[src/rtl/imem_fetch_resp.sv]
`default_nettype none
// ============================================================================
// Module   : imem_fetch_resp
// Purpose  : Instruction-fetch response unit. Accepts one fetch request at a
//            time from the IF stage, issues a single memory read and returns
//            the instruction (or a NOP with an error cause) as a held
//            valid/ready response.
// Ports    : clk, reset (async, active-low)
//            cpu_en, flush               - core enable / branch-taken discard
//            fetch_valid/ready, fetch_pc - request handshake and byte address
//            rsp_valid/ready, rsp_insn,
//            rsp_pc, rsp_cause           - response (00 ok, 01 misaligned,
//                                          10 bus timeout)
//            bus_req, bus_addr,
//            bus_ack, bus_rdata          - memory read port
// Revision : 1.0 - initial release
// ============================================================================
module imem_fetch_resp #(
    parameter int ADDR_WIDTH = 32,
    parameter int INSN_WIDTH = 32,
    parameter int TIMEOUT    = 16
) (
    input  logic                  clk,
    input  logic                  reset,
    input  logic                  cpu_en,
    input  logic                  fetch_valid,
    output logic                  fetch_ready,
    input  logic [ADDR_WIDTH-1:0] fetch_pc,
    input  logic                  flush,
    output logic                  rsp_valid,
    input  logic                  rsp_ready,
    output logic [INSN_WIDTH-1:0] rsp_insn,
    output logic [ADDR_WIDTH-1:0] rsp_pc,
    output logic [1:0]            rsp_cause,
    output logic                  bus_req,
    output logic [ADDR_WIDTH-1:0] bus_addr,
    input  logic                  bus_ack,
    input  logic [INSN_WIDTH-1:0] bus_rdata
);

    localparam int                  CNT_W          = $clog2(TIMEOUT + 1);
    // Wait count seen in the last permitted bus cycle.
    localparam logic [CNT_W-1:0]    CNT_LAST       = CNT_W'(TIMEOUT - 1);
    localparam logic [CNT_W-1:0]    CNT_MAX        = CNT_W'(TIMEOUT);
    localparam logic [INSN_WIDTH-1:0] NOP_INSN     = INSN_WIDTH'(32'h0000_0013);
    localparam logic [1:0]          CAUSE_OK       = 2'b00;
    localparam logic [1:0]          CAUSE_MISALIGN = 2'b01;
    localparam logic [1:0]          CAUSE_TIMEOUT  = 2'b10;

    typedef enum logic [1:0] {
        ST_IDLE  = 2'd0,
        ST_BUS   = 2'd1,
        ST_DRAIN = 2'd2,
        ST_RESP  = 2'd3
    } state_t;

    state_t                  state_q, state_d;
    logic [ADDR_WIDTH-1:0]   pc_q,    pc_d;
    logic [INSN_WIDTH-1:0]   insn_q,  insn_d;
    logic [1:0]              cause_q, cause_d;
    logic [CNT_W-1:0]        cnt_q,   cnt_d;

    logic accept;
    logic abort;
    logic bus_expire;

    assign fetch_ready = (state_q == ST_IDLE) & cpu_en & ~flush;
    assign accept      = fetch_valid & fetch_ready;
    assign abort       = flush | ~cpu_en;
    // True in the bus cycle that exhausts the wait budget.
    assign bus_expire  = (cnt_q == CNT_LAST);

    assign bus_req   = (state_q == ST_BUS) | (state_q == ST_DRAIN);
    assign bus_addr  = pc_q;
    assign rsp_valid = (state_q == ST_RESP);
    assign rsp_insn  = insn_q;
    assign rsp_pc    = pc_q;
    assign rsp_cause = cause_q;

    always_comb begin
        state_d = state_q;
        pc_d    = pc_q;
        insn_d  = insn_q;
        cause_d = cause_q;
        cnt_d   = cnt_q;

        case (state_q)
            ST_IDLE: begin
                if (accept) begin
                    pc_d  = fetch_pc;
                    cnt_d = '0;
                    if (fetch_pc[1:0] == 2'b00) begin
                        state_d = ST_BUS;
                    end else begin
                        state_d = ST_RESP;
                        insn_d  = NOP_INSN;
                        cause_d = CAUSE_MISALIGN;
                    end
                end
            end

            ST_BUS: begin
                if (cnt_q != CNT_MAX) cnt_d = cnt_q + CNT_W'(1);
                if (abort) begin
                    // The read is already on the bus; if it completes this
                    // cycle there is nothing left to drain.
                    state_d = (bus_ack | bus_expire) ? ST_IDLE : ST_DRAIN;
                end else if (bus_ack) begin
                    state_d = ST_RESP;
                    insn_d  = bus_rdata;
                    cause_d = CAUSE_OK;
                end else if (bus_expire) begin
                    state_d = ST_RESP;
                    insn_d  = NOP_INSN;
                    cause_d = CAUSE_TIMEOUT;
                end
            end

            ST_DRAIN: begin
                if (cnt_q != CNT_MAX) cnt_d = cnt_q + CNT_W'(1);
                if (bus_ack | bus_expire) state_d = ST_IDLE;
            end

            ST_RESP: begin
                if (rsp_ready | abort) state_d = ST_IDLE;
            end

            default: state_d = ST_IDLE;
        endcase
    end

    always_ff @(posedge clk or negedge reset) begin
        if (!reset) begin
            state_q <= ST_IDLE;
            pc_q    <= '0;
            insn_q  <= '0;
            cause_q <= CAUSE_OK;
            cnt_q   <= '0;
        end else begin
            state_q <= state_d;
            pc_q    <= pc_d;
            insn_q  <= insn_d;
            cause_q <= cause_d;
            cnt_q   <= cnt_d;
        end
    end

endmodule
`default_nettype wire
[config.mk]
export PLATFORM = sky130hd
export DESIGN_NAME = imem_fetch_resp
export DESIGN_NICKNAME = d
export VERILOG_FILES = /design/src/rtl/imem_fetch_resp.sv
export SDC_FILE = /design/constraint.sdc
export NUM_CORES = 1
export LEC_CHECK = 0
export BUFFER_PORTS_ARGS = -buffer_cell sky130_fd_sc_hd__buf_2
export CORE_ASPECT_RATIO = 1.75
export CORE_MARGIN = 1.5
export CORE_UTILIZATION = 30
export DETAILED_ROUTE_END_ITERATION = 10
export GPL_TIMING_DRIVEN = 0
export SETUP_SLACK_MARGIN = 0.2
export SLEW_MARGIN = 20
export SYNTH_ARGS = -nofsm -noshare
export SYNTH_HDL_FRONTEND = slang
export SYNTH_SLANG_ARGS = --single-unit
[constraint.sdc]
create_clock -name clk -period 1.8 [get_ports clk]
set_input_delay 0.36 -clock clk [delete_from_list [all_inputs] [get_ports clk]]
set_output_delay 0.36 -clock clk [all_outputs]
set_load 0.02 [all_outputs]
==> results.ini <==
[status]
violations = setup timing
status = complete, but fails checks

[sta]
rsz0062_at_grt = true
finalWorstSetupSlack_ns = -0.0212
finalSetupViolations = 11
tightest_slew_ns = 0.295
max_freq_mhz = 549
min_period_ns = 1.82
slew_headroom = 0.803
finClkSkew_ns = 0.00586
tns_ns = -0.0501
finalCritPeriodShare = 1.01
timing.hold.ws_ns = 0.215
slew_violations = 0
finalHoldViolations = 0

[power_and_ir_drop]
ir_worst_vdd_v = 0.00117
p_per_area_nw_per_um2 = 2000
leakage_nw = 2.80

[synthesis]
syn_area_per_cell_sq_um = 10.1
synth_compound_gate_area_share = 0.130
yosys.area_share.simple = 0.161
synthMuxAreaShare = 0.00656
synth-edff-count = 0
yosys_warnings = 0
yosys.cell_types.count = 35
ys_seq_area_frac = 0.563
synth_fa_ha_area_frac = 0.0309
ys_ff_latch = 73
synth_cells = 320
synth-async-reset-ratio = 1.00
synth_top_family_by_area = simple AND/OR/NAND/NOR gates
synthesis.nets = 399
syn_area_sq_um = 3240
synth_xor_area_frac = 0
yosys_most_used_dff = dfrtp_1

[finish]
layout_commonest_cell = buf_2
nets = 602
final_util = 0.469
multiInputGateArea_sq_um = 1210
seq_area_sq_um = 1830
syn_to_final_growth_pct = 53.7
final_cell_mix = buf_2, nand2_1, dfrtp_1, buf_4, a22o_1
drive_gt1_frac = 0.523
nFillCells = 1046

[clock_network]
cts_sinks = 73
path_clk_slew_ns = 0.06
numCtsBuffers = 9
clk_root_buffer_cell = clkbuf_16
cts_buffer_depth = 2
cts_tree = done
htree_levels = 3
clock_latency_ns = 0.33

[floorplanning]
start_util = 0.305
row_count = 50
core_area_sq_um = 10600
die_area_sq_um = 11500
die_w_um = 81.6
fp.dieH_um = 141
pin_count = 172

[global_route]
grt_usage = 0.156
antenna_found_initial = 0
grt_pass1_wl_mm = 13.4
grt_max_degree = 59
overflow = 0
grt_pass1_vias = 2832

[drt]
wl_met3_um = 399
wl_met2_mm = 5.07
drt-total-wl_mm = 9.12
routed_via_density = 4.50
maxUsedRoutingLayer = met4
wl_per_cell_um = 13.8
num_vias = 2966
met1_length_mm = 3.38
first_pass_iters = 4
drtIter0Drc = 130
route.detailed.drc = 0
ant_nets = 0

[setup_path]
r2r_slack_ns = -0.02
crit_required_ns = 2.06
arrival_ns = 2.08
cp-start-kind = flip-flop
ff2ff_path_depth = 8
critPathCaptureType = flip-flop
path_class = reg2reg
path_max_fanout = 3

[flow_run]
maxCapViolCount = 0

[placement]
portBuffers = 171
dpl.hpwl_mm = 6.71
globalplace.congestion = 0.796

[worst_hold_path]
hold_depth = 3
min_path_type = in2reg

-- power by group --
group	internal (W)	switching, W	leakage [nW]
Combinational	0.00232	0.00293	1.72
Sequential	0.00238	0.000529	0.934
Clock	0.00111	0.000678	0.153
-- logic make-up (layout without fill, tap and decap cells) --
family / after synthesis / after routing
AND/OR/NAND/NOR: 126 / 126
other: 0 / 1
adder cells (fa/ha/maj): 8 / 8
AO/OA/AOI/OAI: 55 / 55
multiplexers: 2 / 2
flip-flops: 73 / 73
buffers and inverters: 56 / 264
-- area by class of cell --
cell class / count / area share
Buffer: 47 / 0.0735
Clock buffer: 10 / 0.0479
Timing Repair Buffer: 192 / 0.217
Antenna cell: 1 / 0.000502
Clock inverter: 6 / 0.0133
Inverter: 9 / 0.00678
Tap cell: 130 / 0.0326
Multi-Input combinational cell: 191 / 0.242
Sequential cell: 73 / 0.366
-- path summary, 6_finish.rpt --
path,startpoint,endpoint
min in group asynchronous,reset,bus_addr[11]
setup / recovery,state_q[1],rsp_cause[1]
setup reg to reg,state_q[1],rsp_cause[1]
hold / removal,fetch_pc[30],bus_addr[30]
max in group asynchronous,reset,cnt_q[0]
hold reg to reg,rsp_insn[19],rsp_insn[19]
-- worst max-delay path: stages, from the launching register on --
cell and delay [ns]:
dfrtp_1 0.41, inv_2 0.10, ha_4 0.13, and4b_1 0.20
buf_6 0.11, a22oi_2 0.05, buf_4 0.15, or4b_1 0.51
nand3_1 0.09
-- layer usage --
metal  vias to the layer above  GRT usage
met3                        17     0.0388
met1                      1428      0.162
met2                        80      0.281
li1                       1441          -
met5                         -          0
met4                         0     0.0794
-- registers in the layout, summed over array words and instances, names as in the netlist --
name       flops
bus_addr      32
state_q        2
rsp_cause      2
rsp_insn      32
cnt_q          5
-- what timing repair did --
| item | in CTS | in global routing |
|---|---|---|
| hold endpoints to repair | 15 | 0 |
| resized for setup | 28 | 38 |
| hold buffers | 1 | 0 |
| buffers inserted | 13 | 4 |
| endpoints found under the setup margin | 72 | 64 |
| pin swaps | 12 | 11 |
| cloned | 2 | 0 |
-- through the flow --
step	instances	cell area, sq um	total power (W)	worst slack [ns]
2_1_floorplan	320	3280	0.00603	0.0344
3_3_place_gp	621	4300	0.00748	-0.161
3_5_place_dp	622	4330	0.00759	-0.180
4_1_cts	654	4860	0.00979	-0.0209
5_1_grt	658	4980	0.0106	-0.0727
6_report	659	4990	0.00996	-0.0212
-- cells in the mapped netlist, types with 2 or more instances --
cell type,number,area share
buf_4,33,0.076
o31ai_1,2,0.0046
nand3_1,6,0.0093
a22o_1,29,0.078
o21ai_0,8,0.012
dfrtp_1,73,0.56
a2bb2oi_1,2,0.0054
a21oi_1,6,0.0093
buf_6,2,0.0069
o21ai_1,2,0.0031
nand2_1,106,0.12
clkbuf_1,11,0.013
ha_1,8,0.031
nor2_1,3,0.0035
inv_1,9,0.010
No activity file was read; power rests on OpenSTA's default activity.
